--- config.mk ---
export PLATFORM = sky130hd
export DESIGN_NAME = mul_seq_ctrl_flat
export DESIGN_NICKNAME = d
export VERILOG_FILES = /design/src/rtl/mul_seq_ctrl_if.sv /design/src/rtl/mul_seq_ctrl.sv /design/src/flat_wrapper.sv
export SDC_FILE = /design/constraint.sdc
export NUM_CORES = 1
export LEC_CHECK = 0
export BUFFER_PORTS_ARGS = -buffer_cell sky130_fd_sc_hd__buf_2
export CAP_MARGIN = 25
export CORE_MARGIN = 5
export CORE_UTILIZATION = 43
export CTS_BUF_LIST = sky130_fd_sc_hd__clkbuf_4 sky130_fd_sc_hd__clkbuf_8
export CTS_CLUSTER_DIAMETER = 40
export DETAILED_ROUTE_END_ITERATION = 8
export PLACE_DENSITY_LB_ADDON = 0.05
export SKIP_LAST_GASP = 1
export SYNTH_ARGS = -nofsm -noshare
export SYNTH_HDL_FRONTEND = slang
export SYNTH_SLANG_ARGS = --single-unit
--- constraint.sdc ---
create_clock -name clk -period 3.97 [get_ports clk]
set_input_delay 0.397 -clock clk [delete_from_list [all_inputs] [get_ports clk]]
set_output_delay 0.397 -clock clk [all_outputs]
set_load 0.05 [all_outputs]
--- src/rtl/mul_seq_ctrl_if.sv ---
// Bundle of control-unit handshake, operand/product and HI/LO signals
// between the control unit, the shared Booth multiplier and mul_seq_ctrl.
interface mul_seq_ctrl_if;
  logic        start;
  logic        abort;
  logic [31:0] op_a;
  logic [31:0] op_b;
  logic [31:0] mul_a;
  logic [31:0] mul_b;
  logic [63:0] mul_z;
  logic        busy;
  logic        done;
  logic [31:0] hi;
  logic [31:0] lo;

  // Control unit plus multiplier side
  modport master (
    output start, abort, op_a, op_b, mul_z,
    input  mul_a, mul_b, busy, done, hi, lo
  );

  // Sequencer side
  modport slave (
    input  start, abort, op_a, op_b, mul_z,
    output mul_a, mul_b, busy, done, hi, lo
  );
endinterface

--- src/rtl/mul_seq_ctrl.sv ---
// mul_seq_ctrl: sequencer for the shared 32x32 signed Booth multiplier.
// Latches operands on start, holds them on the multiplier inputs for
// SETTLE_CYCLES clocks (multicycle path), captures the 64-bit product into
// HI/LO and pulses done for one cycle.
// Optional build macro MUL_ZERO_SKIP_EN: a zero operand bypasses the settle
// wait and produces a zero result in the cycle after the start edge.
module mul_seq_ctrl #(
  parameter int unsigned SETTLE_CYCLES = 2  // legal range 1..15
) (
  input  logic          clk,
  input  logic          clr,
  mul_seq_ctrl_if.slave bus
);

  typedef enum logic [1:0] {
    S_IDLE   = 2'b00,
    S_SETTLE = 2'b01,
    S_DONE   = 2'b10
  } state_t;

  localparam logic [3:0] LP_CNT_INIT = 4'(SETTLE_CYCLES - 1);

  state_t      r_state;
  state_t      w_state_nxt;
  logic [3:0]  r_cnt;
  logic [3:0]  w_cnt_nxt;
  logic [31:0] r_mul_a;
  logic [31:0] w_mul_a_nxt;
  logic [31:0] r_mul_b;
  logic [31:0] w_mul_b_nxt;
  logic [31:0] r_hi;
  logic [31:0] w_hi_nxt;
  logic [31:0] r_lo;
  logic [31:0] w_lo_nxt;
  logic        r_busy;
  logic        r_done;

`ifdef MUL_ZERO_SKIP_EN
  logic w_zero_op;
  assign w_zero_op = (bus.op_a == 32'd0) || (bus.op_b == 32'd0);
`endif

  // Next-state and next-datapath decode; every register holds by default
  always_comb begin
    w_state_nxt = r_state;
    w_cnt_nxt   = r_cnt;
    w_mul_a_nxt = r_mul_a;
    w_mul_b_nxt = r_mul_b;
    w_hi_nxt    = r_hi;
    w_lo_nxt    = r_lo;
    case (r_state)
      // DONE accepts a new start exactly like IDLE (back-to-back requests)
      S_IDLE, S_DONE: begin
        if (bus.start) begin
          w_mul_a_nxt = bus.op_a;
          w_mul_b_nxt = bus.op_b;
`ifdef MUL_ZERO_SKIP_EN
          if (w_zero_op) begin
            w_cnt_nxt   = 4'd0;
            w_hi_nxt    = 32'd0;
            w_lo_nxt    = 32'd0;
            w_state_nxt = S_DONE;
          end else begin
            w_cnt_nxt   = LP_CNT_INIT;
            w_state_nxt = S_SETTLE;
          end
`else
          w_cnt_nxt   = LP_CNT_INIT;
          w_state_nxt = S_SETTLE;
`endif
        end else begin
          w_state_nxt = S_IDLE;
        end
      end
      // Operands held; abort wins over capture so a cancelled op never
      // touches HI/LO
      S_SETTLE: begin
        if (bus.abort) begin
          w_state_nxt = S_IDLE;
        end else if (r_cnt == 4'd0) begin
          w_hi_nxt    = bus.mul_z[63:32];
          w_lo_nxt    = bus.mul_z[31:0];
          w_state_nxt = S_DONE;
        end else begin
          w_cnt_nxt = r_cnt - 4'd1;
        end
      end
      default: begin
        w_state_nxt = S_IDLE;
      end
    endcase
  end

  // State, operand, product and status registers; clr clears everything
  always_ff @(posedge clk or posedge clr) begin
    if (clr) begin
      r_state <= S_IDLE;
      r_cnt   <= 4'd0;
      r_mul_a <= 32'd0;
      r_mul_b <= 32'd0;
      r_hi    <= 32'd0;
      r_lo    <= 32'd0;
      r_busy  <= 1'b0;
      r_done  <= 1'b0;
    end else begin
      r_state <= w_state_nxt;
      r_cnt   <= w_cnt_nxt;
      r_mul_a <= w_mul_a_nxt;
      r_mul_b <= w_mul_b_nxt;
      r_hi    <= w_hi_nxt;
      r_lo    <= w_lo_nxt;
      r_busy  <= (w_state_nxt == S_SETTLE);
      r_done  <= (w_state_nxt == S_DONE);
    end
  end

  assign bus.mul_a = r_mul_a;
  assign bus.mul_b = r_mul_b;
  assign bus.busy  = r_busy;
  assign bus.done  = r_done;
  assign bus.hi    = r_hi;
  assign bus.lo    = r_lo;

endmodule

--- src/flat_wrapper.sv ---
// flat-port wrapper written by rule: the top's interface ports become plain ports
module mul_seq_ctrl_flat 
#(
  parameter int unsigned SETTLE_CYCLES = 2                      
)
  (clk, clr, bus_start, bus_abort, bus_op_a, bus_op_b, bus_mul_z, bus_mul_a, bus_mul_b, bus_busy, bus_done, bus_hi, bus_lo);
  mul_seq_ctrl_if bus_i ();
  input  logic clk;
  input  logic clr;
  input wire logic [$bits(bus_i.start)-1:0] bus_start;
  input wire logic [$bits(bus_i.abort)-1:0] bus_abort;
  input wire logic [$bits(bus_i.op_a)-1:0] bus_op_a;
  input wire logic [$bits(bus_i.op_b)-1:0] bus_op_b;
  input wire logic [$bits(bus_i.mul_z)-1:0] bus_mul_z;
  output wire logic [$bits(bus_i.mul_a)-1:0] bus_mul_a;
  output wire logic [$bits(bus_i.mul_b)-1:0] bus_mul_b;
  output wire logic [$bits(bus_i.busy)-1:0] bus_busy;
  output wire logic [$bits(bus_i.done)-1:0] bus_done;
  output wire logic [$bits(bus_i.hi)-1:0] bus_hi;
  output wire logic [$bits(bus_i.lo)-1:0] bus_lo;
  assign bus_i.start = bus_start;
  assign bus_i.abort = bus_abort;
  assign bus_i.op_a = bus_op_a;
  assign bus_i.op_b = bus_op_b;
  assign bus_i.mul_z = bus_mul_z;
  assign bus_mul_a = bus_i.mul_a;
  assign bus_mul_b = bus_i.mul_b;
  assign bus_busy = bus_i.busy;
  assign bus_done = bus_i.done;
  assign bus_hi = bus_i.hi;
  assign bus_lo = bus_i.lo;
  mul_seq_ctrl #(.SETTLE_CYCLES(SETTLE_CYCLES)) u_core (.clk(clk), .clr(clr), .bus(bus_i));
endmodule
==> metrics.yaml <==
floorplanning:
  initial_utilization: 0.442
  floorplan.die_area_mm2: 0.0147
  die_height_um: 121
  die_x_um: 121
  pin_count: 262
  fp-row-count: 40
  core_area_mm2: 0.0121
logic_synthesis:
  most_common_cell_in_the_synthesized_netlist: "sky130_fd_sc_hd__dfrtp_1"
  post_synth_instance_area_mm2: 0.00533
  most_used_flip_flop_cell_after_synthesis: "sky130_fd_sc_hd__dfrtp_1"
  fraction_of_synthesized_cell_area_taken_by_the_top_area_cell_type: 0.638
  syn-num-nets: 447
  synth_cell_types: 26
  post_synth_fa_ha_maj_area_fraction: 0.00469
  yosys_register_bits: 136
  muxShareOfSynthArea: 0.301
  synth_seq_area_share: 0.638
  synth_enable_flop_cells: 0
  synth.top_cells.by_area: "sky130_fd_sc_hd__dfrtp_1, sky130_fd_sc_hd__mux2_2, sky130_fd_sc_hd__mux2_4"
  synth_async_sr_flop_share: 1.00
  post_synth_inst_count: 313
  post_synth_xor_area_fraction: 0
  synthSimpleGateAreaFrac: 0.0192
  synth_top_area_cell: "sky130_fd_sc_hd__dfrtp_1"
  synth_common_cells: "sky130_fd_sc_hd__dfrtp_1, sky130_fd_sc_hd__mux2_2, sky130_fd_sc_hd__mux2_4"
  synth-compound-area-share: 0.0110
  synth.yosys.warnings: 0
  combinational_family_with_the_most_area_after_synthesis: "multiplexers"
  post_synth.cell_area_avg_um2: 17.0
route:
  drc: 0
  route.final.wire_length_um: 12800
  via_count: 3527
  routed_wire_length_per_instance_um: 16.7
  antenna_left: 0
  drt_iter0_drc: 203
  via_to_cell_ratio: 4.62
  drt_pass1_iterations: 5
placed_design:
  place_hpwl_um: 9630
  placement.io_buffers: 261
  place_congestion: 0.752
sta:
  worst_slew_slack_as_a_fraction_of_its_limit: 0.376
  timing_max_transition_violations_final: 0
  finalWorstPathRequiredPeriod_ns: 2.70
  hold_violations: 0
  worst_clock_skew_ns: 0.0108
  fin_crit_sh: 0.681
  worst_slew_pin_slew_ns: 0.934
  fin_tns_setup_ns: 0
  timing.final.setup_violations: 0
  unrepaired_setup_endpoints_after_global_routing: "false"
  achievable-frequency_mhz: 370
cells_and_area:
  syn2layout_area_growth_pct: 36.5
  drive_above_1_share: 0.725
  antenna_diode_count: 0
  final_nets: 717
setup_path:
  critPathTopFamily: "simple AND/OR/NAND/NOR gates"
  crit_arrival_ns: 3.02
  critPathRequiredTime_ns: 4.29
  worst_setup_path_startpoint: "u_core.r_state[0]"
  critical_path.n_buffers_inverters: 1
  critical_path.reg2reg.endpoint: "u_core.bus.lo[6]"
  crit_fanout: 39
  timing.critical_path.from_type: "register"
  timing.critical_path.cells: "nor2b_2 -> nand4_4 -> buf_4 -> mux2_4"
  r2r_start: "u_core.r_state[0]"
  regToRegSetupSlack_ns: 1.27
  timing.critical_path.to_type: "register"
  setup.worst_path.class: "reg -> reg"
  critical_path.slowest_cell: "sky130_fd_sc_hd__nand4_4"
  worst-r2r-cell-count: 4
  cp_slowest_stage_delay_ns: 0.79
clock_tree:
  clock_tree.buffer_depth: 2
  numClockSinks: 136
  postCtsSetupBuffers: 0
  root_buffer: "sky130_fd_sc_hd__clkbuf_8"
  cts_hold_repair.buffers: 1
  numCtsBuffers: 17
  cts_tree: "yes"
  post_cts.resized_instances: 0
  clock_insertion_delay_worst_skew_ns: 0.43
  worst_setup_hold_path_clk_slew_ns: 0.08
  htree_levels: 4
global_route:
  grt_max_degree: 66
  grt_pass1_wl_um: 19700
  grt.total_usage: 0.175
  number_of_antenna_violations_at_the_first_check_in_global_routing: 1
  grt_pass1_vias: 3705
  globalRoute.totalOverflow: 0
hold_path:
  start_point_of_the_worst_min_delay_path: "bus_mul_z[40]"
  timing.hold.worst.class: "in -> reg"
  hold_end: "u_core.bus.hi[8]"
  whs_path_depth: 2
run_status:
  run_status: "finished, final reports clean"
run:
  timing.max_cap.violations: 0
## cells in the final DEF, fill, tap and decap left out, drive strengths merged, types with 2 or more instances in the layout
cell type  Yosys  routed
dfrtp        136     136
mux2         129     129
ha             2       2
buf           16     266
nor2           2       2
clkinv         0       3
inv            6       5
nand2b         2       2
nor2b          4       4
bufinv         0       4
o21ai          2       2
clkbuf         0      25
a21oi          3       3
## metal layers
layer,routed length (µm),GRT usage,up-vias
met5,13,0,-
met4,133,0.0651,2
met3,1290,0.0769,15
met2,6190,0.277,168
met1,5150,0.213,1705
li1,-,-,1637
## sequential cells by signal (all words and copies together) (netlist names)
register / count
u_core.bus.mul_a: 32
u_core.bus.mul_b: 32
u_core.bus.hi: 32
u_core.bus.lo: 32
u_core.r_state: 2
u_core.bus.busy: 1
u_core.bus.done: 1
u_core.r_cnt: 4
## metrics by stage
stage	hold WS (ns)	worst slack, ns	instance area [µm²]	util	instances
after floorplan	0.519	1.88	5340	-	313
after global placement	0.450	1.36	6800	0.563	731
after detailed placement	0.447	1.26	6800	0.563	731
after CTS	0.154	1.26	7280	0.603	764
after global routing	0.153	1.10	7280	0.603	764
final	0.191	1.27	7280	0.603	764
## layout make-up
class                      count  area, µm²
fill                         986       4780
multi-input combinational    155       1800
inverter                       6       26.3
clock inverter                 7        135
timing repair buffer         267       1370
clock buffer                  25        338
tap                          168        210
sequential                   136       3400
## worst max path at each step
stage | to | slack [ns] | cells after the start
finish | u_core.bus.lo[6] | 1.27 | 4
global route | u_core.bus.lo[9] | 1.10 | 4
CTS | u_core.bus.lo[6] | 1.26 | 4
detailed placement | u_core.bus.lo[8] | 1.26 | 4
global placement | u_core.bus.lo[8] | 1.36 | 4
floorplan | u_core.bus.busy | 1.88 | 1
## worst register-to-register path: cells and delay by family, from the launching register on
| family | cells | cell delay, ns |
|---|---|---|
| DFF | 1 | 0.39 |
| muxes | 1 | 0.34 |
| buffers and inverters | 1 | 0.61 |
| and+or+nand+nor | 2 | 1.25 |
## cell families (layout without fill, tap and decap cells)
group | after synthesis | count (layout)
AOI/OAI and AO/OA | 9 | 9
adders and majority gates | 2 | 2
buffers and inverters | 22 | 305
DFF | 136 | 136
muxes | 130 | 130
and+or+nand+nor | 14 | 14
Power is not shown: default switching activity piles up to over one toggle a cycle in this logic, so the estimate is an artifact.
